**src/rtl/mem_tap_pkg.sv**
```systemverilog
// mem_tap_pkg
// Shared constants and the record type for the result-tap streamer.
//   IDX_W     width of a tap index in a record
//   NTAP_MAX  largest tap count an IDX_W index can address
//   TAP_DW    tap value width carried in a record
//   TAP_TS_W  timestamp width carried in a record
//   COAL_MAX  saturation value of the coalesce counter
//   tap_rec_t {idx, data[, ts]} record as stored in the FIFO
// Optional feature macro: MEM_TAP_TS_EN adds the ts field to tap_rec_t.
package mem_tap_pkg;

    localparam int          IDX_W    = 4;
    localparam int          NTAP_MAX = 16;
    localparam int          TAP_DW   = 8;
    localparam int          TAP_TS_W = 16;
    localparam logic [7:0]  COAL_MAX = 8'hFF;

    typedef struct packed {
        logic [IDX_W-1:0]    idx;
        logic [TAP_DW-1:0]   data;
`ifdef MEM_TAP_TS_EN
        logic [TAP_TS_W-1:0] ts;
`endif
    } tap_rec_t;

endpackage

```
**src/rtl/mem_tap_streamer_fifo.sv**
```systemverilog
// sync_fifo_fwft
// Single-clock first-word-fall-through FIFO. dout shows the head entry
// whenever empty=0; a pop consumes it at the rising edge.
// Ports:
//   clk, rst_n   clock, asynchronous active-low reset (pointers/count only)
//   push, din    write request and data; accepted when not full or when a
//                pop happens on the same edge
//   full         DEPTH entries held
//   pop          consume head; ignored while empty
//   dout         head entry
//   empty        no entries held
//   count        number of entries held
module sync_fifo_fwft #(
    parameter int WIDTH = 8,
    parameter int DEPTH = 8
) (
    input  logic                     clk,
    input  logic                     rst_n,
    input  logic                     push,
    input  logic [WIDTH-1:0]         din,
    output logic                     full,
    input  logic                     pop,
    output logic [WIDTH-1:0]         dout,
    output logic                     empty,
    output logic [$clog2(DEPTH):0]   count
);

    localparam int AW = $clog2(DEPTH);
    localparam logic [AW:0] FULL_CNT = (AW+1)'(DEPTH);

    logic [WIDTH-1:0] mem [DEPTH];
    logic [AW-1:0]    wr_ptr;
    logic [AW-1:0]    rd_ptr;
    logic             do_push;
    logic             do_pop;

    assign empty   = (count == '0);
    assign full    = (count == FULL_CNT);
    assign do_pop  = pop && !empty;
    // A pop on the same edge frees the slot, so a full FIFO still accepts.
    assign do_push = push && (!full || do_pop);
    assign dout    = mem[rd_ptr];

    // Storage carries no reset; validity is tracked by count.
    always_ff @(posedge clk) begin
        if (do_push) begin
            mem[wr_ptr] <= din;
        end
    end

    always_ff @(posedge clk or negedge rst_n) begin
        if (!rst_n) begin
            wr_ptr <= '0;
            rd_ptr <= '0;
            count  <= '0;
        end else begin
            if (do_push) begin
                wr_ptr <= wr_ptr + 1'b1;
            end
            if (do_pop) begin
                rd_ptr <= rd_ptr + 1'b1;
            end
            case ({do_push, do_pop})
                2'b10:   count <= count + 1'b1;
                2'b01:   count <= count - 1'b1;
                default: count <= count;
            endcase
        end
    end

endmodule

```
**src/rtl/mem_tap_streamer.sv**
```systemverilog
// mem_tap_streamer
// Watches NTAP packed result taps, detects per-tap value changes against a
// one-cycle snapshot and streams each change as an {idx,value[,ts]} record
// through a FWFT FIFO onto a valid/ready port. A change on a tap that still
// has an unsent record is merged into it (the latest value is sent) and
// counted in coal_cnt. The taps are never back-pressured.
// Ports:
//   clk        system clock, rising edge
//   rst_n      asynchronous active-low reset
//   tap_flat   taps packed, tap i at [i*DW +: DW]
//   out_valid  record available
//   out_ready  sink accepts; transfer on out_valid && out_ready
//   out_idx    tap index of head record (0 when empty)
//   out_data   tap value of head record (0 when empty)
//   out_ts     capture timestamp of head record (0 when empty or without MEM_TAP_TS_EN)
//   coal_cnt   saturating count of merged changes
// Optional feature macro: MEM_TAP_TS_EN adds a free-running timestamp
// latched into every record at push time.
module mem_tap_streamer
    import mem_tap_pkg::*;
#(
    parameter int NTAP       = 11,
    parameter int DW         = TAP_DW,
    parameter int FIFO_DEPTH = 8,
    parameter int TS_W       = TAP_TS_W
) (
    input  logic                 clk,
    input  logic                 rst_n,
    input  logic [NTAP*DW-1:0]   tap_flat,
    output logic                 out_valid,
    input  logic                 out_ready,
    output logic [IDX_W-1:0]     out_idx,
    output logic [DW-1:0]        out_data,
    output logic [TS_W-1:0]      out_ts,
    output logic [7:0]           coal_cnt
);

    localparam int REC_W = $bits(tap_rec_t);
    localparam int CNT_W = $clog2(FIFO_DEPTH) + 1;

    logic [NTAP*DW-1:0] snap_q;
    logic [NTAP-1:0]    pending;
    logic [NTAP-1:0]    changed;
    logic [NTAP-1:0]    pick_onehot;
    logic [NTAP-1:0]    clr;
    logic [NTAP-1:0]    coal_hits;
    logic               pick_vld;
    logic [IDX_W-1:0]   pick_idx;
    logic [DW-1:0]      pick_data;
    logic               push;
    logic               pop;
    logic               fifo_full;
    logic               fifo_empty;
    logic [CNT_W-1:0]   unused_fifo_count;
    tap_rec_t           push_rec;
    tap_rec_t           head_rec;

    function automatic logic [IDX_W:0] popcount(input logic [NTAP-1:0] v);
        logic [IDX_W:0] n;
        n = '0;
        for (int i = 0; i < NTAP; i++) begin
            if (v[i]) begin
                n = n + 1'b1;
            end
        end
        return n;
    endfunction

    function automatic logic [7:0] sat_add(input logic [7:0] a, input logic [IDX_W:0] b);
        logic [8:0] s;
        s = {1'b0, a} + {{(8-IDX_W){1'b0}}, b};
        return s[8] ? COAL_MAX : s[7:0];
    endfunction

    always_comb begin
        changed = '0;
        for (int i = 0; i < NTAP; i++) begin
            changed[i] = (tap_flat[i*DW +: DW] != snap_q[i*DW +: DW]);
        end
    end

    // Lowest-index pending tap wins; its value comes from the snapshot so the
    // record always carries the most recently captured value.
    always_comb begin
        pick_vld    = 1'b0;
        pick_idx    = '0;
        pick_data   = '0;
        pick_onehot = '0;
        for (int i = 0; i < NTAP; i++) begin
            if (!pick_vld && pending[i]) begin
                pick_vld       = 1'b1;
                pick_idx       = IDX_W'(i);
                pick_data      = snap_q[i*DW +: DW];
                pick_onehot[i] = 1'b1;
            end
        end
    end

    assign pop  = out_valid && out_ready;
    assign push = pick_vld && (!fifo_full || pop);
    assign clr  = push ? pick_onehot : '0;
    // A change on the tap being pushed this edge starts a fresh record, so it
    // is not a merge.
    assign coal_hits = changed & pending & ~clr;

`ifdef MEM_TAP_TS_EN
    logic [TS_W-1:0] ts;

    always_ff @(posedge clk or negedge rst_n) begin
        if (!rst_n) begin
            ts <= '0;
        end else begin
            ts <= ts + 1'b1;
        end
    end
`endif

    always_comb begin
        push_rec      = '0;
        push_rec.idx  = pick_idx;
        push_rec.data = pick_data;
`ifdef MEM_TAP_TS_EN
        push_rec.ts   = ts;
`endif
    end

    // Capture stage: snapshot, pending mask (set beats clear), merge counter.
    always_ff @(posedge clk or negedge rst_n) begin
        if (!rst_n) begin
            snap_q   <= '0;
            pending  <= '0;
            coal_cnt <= '0;
        end else begin
            snap_q   <= tap_flat;
            pending  <= (pending & ~clr) | changed;
            coal_cnt <= sat_add(coal_cnt, popcount(coal_hits));
        end
    end

    // Record queue.
    sync_fifo_fwft #(
        .WIDTH (REC_W),
        .DEPTH (FIFO_DEPTH)
    ) u_fifo (
        .clk   (clk),
        .rst_n (rst_n),
        .push  (push),
        .din   (push_rec),
        .full  (fifo_full),
        .pop   (pop),
        .dout  (head_rec),
        .empty (fifo_empty),
        .count (unused_fifo_count)
    );

    assign out_valid = !fifo_empty;
    assign out_idx   = fifo_empty ? '0 : head_rec.idx;
    assign out_data  = fifo_empty ? '0 : head_rec.data;
`ifdef MEM_TAP_TS_EN
    assign out_ts    = fifo_empty ? '0 : head_rec.ts;
`else
    assign out_ts    = '0;
`endif

endmodule

```
**config.mk**
```make
export PLATFORM = sky130hd
export DESIGN_NAME = mem_tap_streamer
export DESIGN_NICKNAME = d
export VERILOG_FILES = /design/src/rtl/mem_tap_pkg.sv /design/src/rtl/mem_tap_streamer_fifo.sv /design/src/rtl/mem_tap_streamer.sv
export SDC_FILE = /design/constraint.sdc
export NUM_CORES = 1
export LEC_CHECK = 0
export CELL_PAD_IN_SITES_DETAIL_PLACEMENT = 2
export CELL_PAD_IN_SITES_GLOBAL_PLACEMENT = 2
export CORE_MARGIN = 5
export CORE_UTILIZATION = 39
export CTS_CLUSTER_SIZE = 25
export DETAILED_ROUTE_END_ITERATION = 7
export PLACE_DENSITY = 0.83
export SYNTH_ARGS = -nofsm -noshare
export SYNTH_HDL_FRONTEND = slang
export SYNTH_HIERARCHICAL = 1
export SYNTH_SLANG_ARGS = --single-unit
```
**constraint.sdc**
```tcl
create_clock -name clk -period 11.4 [get_ports clk]
set_input_delay 3.42 -clock clk [delete_from_list [all_inputs] [get_ports clk]]
set_output_delay 3.42 -clock clk [all_outputs]
set_load 0.01 [all_outputs]
```
=== Yosys cells after proc, flatten, opt, wreduce, memory -nomap -nowiden ===
Memory sizes are Yosys's and may differ from the RTL's.
Cells that the tools add are included.

* Add/subtract/negate cells: 15
* Reduce and logical (&&, ||, !) cells: 30
* Equality and inequality tests: 14
* Multiplexer cells: 60
* Bitwise gates (word level): 5

{| class="wikitable"
|+ Operator list
! kind !! number
|-
| $mux 8 || 13
|-
| $ne 8x8->1 || 11
|-
| $mux 5 || 10
|-
| $add 5x1->5 const B || 9
|-
| $mux 4 || 10
|-
| $and 11x11->11 || 3
|-
| $mux 1 || 25
|-
| $logic_and 1x1->1 || 14
|-
| $logic_not 1->1 || 12
|-
| $mux 11 || 1
|-
| $not 11->11 || 1
|-
| $or 11x11->11 || 1
|-
| $add 8x5->9 || 1
|-
| $pmux 4 s2 || 1
|-
| $add 3x1->3 const B || 2
|-
| $add 4x1->4 const B || 1
|-
| $eq 4x4->1 const B || 1
|-
| $logic_not 4->1 || 1
|-
| $sub 4x1->4 const B || 1
|-
| $add 1x1->2 const B || 1
|-
| $eq 2x1->1 const B || 1
|-
| $eq 2x2->1 const B || 1
|-
| $logic_or 1x1->1 || 2
|-
| $reduce_bool 2->1 || 1
|}

* Memories: 1
* Bits in writable memories: 96
* Word-level logic and storage cells: 131
* Output and inout bits: 37
* Register bits after elaboration: 117

{| class="wikitable"
|+ Memory list
! name !! words !! bits a word !! read ports !! clocked after Yosys merged registers in !! write ports !! line !! source
|-
| u_fifo.mem || 8 || 12 || 1 || 0 || 1 || mem_tap_streamer_fifo.sv:31 || <nowiki>logic [WIDTH-1:0] mem [DEPTH];</nowiki>
|}

=== Longest topological paths before layout ===
* Depth after elaboration: 58
* Depth in mapped cells: 43
* Gate-level depth less buffers: 42

=== By module ===
The synthesis kept the hierarchy.

{| class="wikitable"
|+ By module, submodules not included
! module !! cells an instance !! area each (µm²) !! instances !! seq. area each (µm²)
|-
| mem_tap_streamer || 570 || 6074.6 || 1 || 2677.6
|-
| sync_fifo_fwft || 208 || 4315.4 || 1 || 3133.0
|}

=== Least setup slack after synthesis ===
No wires, ideal clock.

* Path type: input -> register
* From: input port out_ready
* To: register coal_cnt[4]
* Stages on the path: 38
* Path slack: 831 ps
* Arrival: 10435 ps
* Path buffers: 0
* Data required time: 11265 ps
* Path through: nor2b_2 -> nor2_4 -> a31o_2 -> o21ba_2 -> inv_1 -> ha_1 -> xnor2_4 -> inv_1 -> ha_1 -> inv_1 -> a21boi_1 -> xnor2_1 -> nor2_1 -> nor2_1 -> ha_1 -> nand2b_1 -> nand3_1 -> o21ai_0 -> [2 not listed] -> mux2_2 -> ha_1 -> or3_1 -> nand2_1 -> xnor2_1 -> mux2_2 -> ha_1 -> mux2_2 -> ha_1 -> nand2_1 -> or4_1 -> mux2_2 -> xnor2_1 -> ha_1 -> o21a_1 -> or2_2 -> nand4_1 -> o21ai_0

* Word-level cells in the longest chain between the ends: 29

{| class="wikitable"
|+ RTL lines
! item !! line !! source
|-
| start, declared || mem_tap_streamer.sv:31 || <nowiki>input logic out_ready,</nowiki>
|-
| $logic_and 1x1->1 * || mem_tap_streamer.sv:99 || <nowiki>assign pop = out_valid && out_ready;</nowiki>
|-
| $logic_or 1x1->1 * || mem_tap_streamer.sv:100 || <nowiki>assign push = pick_vld && (!fifo_full || pop);</nowiki>
|-
| $logic_and 1x1->1 * || mem_tap_streamer.sv:100 ||
|-
| $mux 11 * || mem_tap_streamer.sv:101 || <nowiki>assign clr = push ? pick_onehot : '0;</nowiki>
|-
| $not 11->11 * || mem_tap_streamer.sv:104 || <nowiki>assign coal_hits = changed & pending & ~clr;</nowiki>
|-
| $and 11x11->11 * || mem_tap_streamer.sv:104 ||
|-
| $mux 1 || mem_tap_streamer.sv:62 || <nowiki>if (v[i]) begin</nowiki>
|-
| $add 1x1->2 || mem_tap_streamer.sv:63 || <nowiki>n = n + 1'b1;</nowiki>
|-
| [13 not listed] || -- ||
|-
| $add 5x1->5 || mem_tap_streamer.sv:63 ||
|-
| $mux 5 || mem_tap_streamer.sv:62 ||
|-
| $add 5x1->5 || mem_tap_streamer.sv:63 ||
|-
| $mux 5 || mem_tap_streamer.sv:62 ||
|-
| $add 5x1->5 || mem_tap_streamer.sv:63 ||
|-
| $mux 5 * || mem_tap_streamer.sv:62 ||
|-
| $add 8x5->9 * || mem_tap_streamer.sv:71 || <nowiki>s = {1'b0, a} + {{(8-IDX_W){1'b0}}, b};</nowiki>
|-
| $mux 8 * || mem_tap_streamer.sv:72 || <nowiki>return s[8] ? COAL_MAX : s[7:0];</nowiki>
|-
| end signal, assigned || mem_tap_streamer.sv:136 || <nowiki>coal_cnt <= sat_add(coal_cnt, popcount(coal_hits));</nowiki>
|-
| end, declared || mem_tap_streamer.sv:35 || <nowiki>output logic [7:0] coal_cnt</nowiki>
|}

Mark *: on every way between the ends. The rest lies on a longest branch, timed or not.
A chain may end at the register's enable or synchronous reset.

=== Worst setup path after layout ===
* From: input port tap_flat[8]
* To: register coal_cnt[4]

* Word-level cells in the longest chain between the ends: 24

{| class="wikitable"
|+ RTL lines
! item !! line !! source
|-
| start, declared || mem_tap_streamer.sv:29 || <nowiki>input logic [NTAP*DW-1:0] tap_flat,</nowiki>
|-
| $ne 8x8->1 * || mem_tap_streamer.sv:78 || <nowiki>changed[i] = (tap_flat[i*DW +: DW] != snap_q[i*DW +: DW]);</nowiki>
|-
| $and 11x11->11 * (2 in series) || mem_tap_streamer.sv:104 ||
|-
| $mux 5 * || mem_tap_streamer.sv:62 ||
|-
| $add 5x1->5 || mem_tap_streamer.sv:63 ||
|-
| $mux 5 * || mem_tap_streamer.sv:62 ||
|-
| $add 5x1->5 || mem_tap_streamer.sv:63 ||
|-
| $mux 5 * || mem_tap_streamer.sv:62 ||
|-
| $add 5x1->5 || mem_tap_streamer.sv:63 ||
|-
| [7 not listed] || -- ||
|-
| $add 5x1->5 || mem_tap_streamer.sv:63 ||
|-
| $mux 5 * || mem_tap_streamer.sv:62 ||
|-
| $add 5x1->5 || mem_tap_streamer.sv:63 ||
|-
| $mux 5 * || mem_tap_streamer.sv:62 ||
|-
| $add 5x1->5 || mem_tap_streamer.sv:63 ||
|-
| $mux 5 * || mem_tap_streamer.sv:62 ||
|-
| $add 8x5->9 * || mem_tap_streamer.sv:71 ||
|-
| $mux 8 * || mem_tap_streamer.sv:72 ||
|}

Marks and branches as above.

==> metrics <==
status=finished, final reports clean; sequential area share after synthesis=0.5592; Starting Density=0.3976; Worst path max stage delay=0.50 ns; RSZ-0062 raised after global routing=no; Non-Filler Instances=1,264; share of cells above drive strength 1=0.1432; Crit Path Max Fanout=6; CP arrival=11.33 ns; drt pass-1 iters=5; Die Y=173.2 um; Clock Skew=0.02238 ns; CP most frequent cell=ha_1; Yosys cell types=82; multiplexer area fraction after synthesis=0.08225; CTS buffer count=25; post-synthesis adder-cell area fraction=0.02770; number of global-route vias before repair=7,898; Simple-Gate Fraction of Synth Area=0.09224; slew margin rel.=0.1389; DR DRC count=0; final hold slack=0.5929 ns; Yosys reg bits=213; Synth Instances=778; RePlAce Congestion=0.7702; Post-synth EDFFs=96; CTS H-tree depth=1; CP Buf/Inv Count=4; synthesized area per cell=13.35 um^2; routed len/inst=23.98 um; ys async rst share=0.5493; worst IR drop on VDD=132.5 uV; Max-Cap Viols=0; pwr dens=243.6 nW/um^2; DR iter-0 viols=297; total gr overflow=0; leakage power=4.781 nW; largest net degree at the start of global routing=72; site row count=59; port bufs=111; ANT nets after route=0; clock transition at the registers of the reported paths=0.06 ns; Req. time, crit path=11.79 ns; Worst setup SP type=primary input; clk_lat worst skew=0.54 ns; xor/xnor cell area share of the yosys netlist=0.1164; slew of the pin with the lowest slew margin=1.287 ns; Clock Path Buffers=3; Crit path max-delay family=simple AND/OR/NAND/NOR gates; Slew Limit Fails=0; Fin. Hold Viols=0; Final Critical Period=10.95 ns; hold buffers post-CTS=0; Seq. cell area=5811 um^2; initial antenna violation count=4; setup violators final=0; Post-Syn Area=10,390 um^2; TritonCTS clock tree=done; CP Class=primary input to flip-flop; fin worst setup slack=0.4548 ns; Syn. warnings=6; clock sinks=213; Post-DP HPWL=22.24 mm; GRT Util Overall=0.2001; Die X=173.2 um; Fillers=2,543; post-synthesis compound-gate area fraction=0.08996; Inserted Diodes=0; core area=26,130 um^2; nets=1,022; Total Power=3.088 mW; first-pass GRT wire length=47.24 mm; Max Freq=91.36 MHz; area occupied by multi-input gates=4332 um^2; clk root buf=clkbuf_16; dpl cells=1,217; Layout area overhead=22.04%; DP Worst Slack=-0.4271 ns; setup TNS=0 ns; I/O Pins=128; ys flop type=dfrtp_1; slowest cell on the critical path=clkdlybuf4s50_1; Worst Hold Class=flip-flop to flip-flop; routed vias/inst=5.423; routed wire length=30.32 mm; Die ar.=30,010 um^2; vias=6,855; Final Cycle Share=0.9601; Worst Setup End Kind=flip-flop; largest family of logic cells by synthesized area=XOR/XNOR gates
## routing by layer
metal  wire length [um]  global-route usage  share of wire  vias to the layer above
li1                   -                   -              -                     3110
met1              11560              0.2310           0.38                     3553
met2              16490              0.3806           0.54                      143
met3               1688             0.04275          0.056                       41
met4                523             0.04323          0.017                        8
met5                 53                   0         0.0017                        -
## placed cells by master (no fill, tap or decap), types with 21 or more instances in the layout
master           netlist  layout
dfrtp_1              117     117
clkdlybuf4s50_1        0     110
xnor2_1              102     102
edfxtp_1              96      96
nor2_1                51      51
nand2_1               39      39
inv_1                 25      25
clkbuf_16              0      25
nand4_1               22      22
mux2_2                21      21
## cell families (layout without fill, tap and decap cells)
| group | after synthesis | in the layout |
|---|---|---|
| multiplexers | 50 | 50 |
| other | 1 | 16 |
| flip-flops | 213 | 213 |
| AND/OR/NAND/NOR | 183 | 183 |
| buffers and inverters | 63 | 199 |
| adder cells (fa/ha/maj) | 22 | 22 |
| XOR/XNOR | 127 | 127 |
| AO/OA/AOI/OAI | 119 | 119 |
## sequential cells by signal (all words and copies together) (netlist names)
register / count
u_fifo/mem: 96
u_fifo/rd_ptr: 3
pending: 11
u_fifo/count: 4
u_fifo/wr_ptr: 3
snap_q: 88
coal_cnt: 8
## timing repair
action / 4_1_cts / 5_1_grt
setup buffers: 0 / 1
setup endpoints to repair: 0 / 8
gates resized for setup: 0 / 2
## layout make-up
cell class | instances | area share
Multi-Input combinational cell | 517 | 0.3416
Clock inverter | 15 | 0.008980
Tap cell | 335 | 0.03306
Clock buffer | 31 | 0.05348
Inverter | 26 | 0.007697
Sequential cell | 213 | 0.4583
Timing Repair Buffer | 127 | 0.09690
## final timing paths
path | from | slack, ns | end | cells past startpoint
hold reg to reg | u_fifo/count[2] | 0.59 | u_fifo/count[2] | 1
setup reg to reg | u_fifo/count[0] | 1.85 | coal_cnt[4] | 40
max in group asynchronous | rst_n | 7.10 | pending[2] | 2
min in group asynchronous | rst_n | 2.91 | u_fifo/rd_ptr[0] | 1
setup / recovery | tap_flat[8] | 0.45 | coal_cnt[4] | 39
hold / removal | u_fifo/count[2] | 0.59 | u_fifo/count[2] | 1
## where the power goes
group / total, mW / switching, mW / internal [mW]
Sequential: 1.08 / 0.109 / 0.971
Clock: 0.771 / 0.341 / 0.430
Combinational: 1.24 / 0.618 / 0.620
Total: 3.09 / 1.07 / 2.02
## synthesized netlist by cell type, types with 3 or more instances
library cell	instances	area [um^2]
o21ai_1	4	20.02
nor2_1	51	191.4
buf_4	16	120.1
mux2_2	21	236.5
inv_1	25	93.84
a31oi_1	9	56.30
nor3_1	8	40.04
buf_2	3	15.01
a211o_1	3	26.28
nor3b_1	3	22.52
nand4_1	22	137.6
nor4_2	3	37.54
o31ai_1	3	22.52
and3_1	4	25.02
xnor2_1	102	893.4
nand3_1	4	20.02
o211ai_1	4	30.03
dfrtp_1	117	2928
nand2_1	39	146.4
o21ai_0	17	85.08
nand2b_1	10	62.56
or3_1	5	31.28
mux4_1	6	157.7
mux4_2	18	405.4
a221o_1	16	160.2
edfxtp_1	96	2883
a22oi_1	16	120.1
buf_6	4	45.04
nor2b_1	15	93.84
or2_2	3	18.77
ha_1	19	237.7
a221oi_1	9	78.83
mux2i_1	4	40.04
a21oi_1	11	55.05
xor2_1	18	157.7
clkbuf_1	12	45.04
## per-stage QoR
| stage | cell area [um^2] | utilization |
|---|---|---|
| after floorplan | 10450 | - |
| after global placement | 11870 | 0.4542 |
| after detailed placement | 11870 | 0.4542 |
| after CTS | 12660 | 0.4845 |
| after global routing | 12680 | 0.4852 |
| final | 12680 | 0.4852 |
No activity file was read; power rests on OpenSTA's default activity.
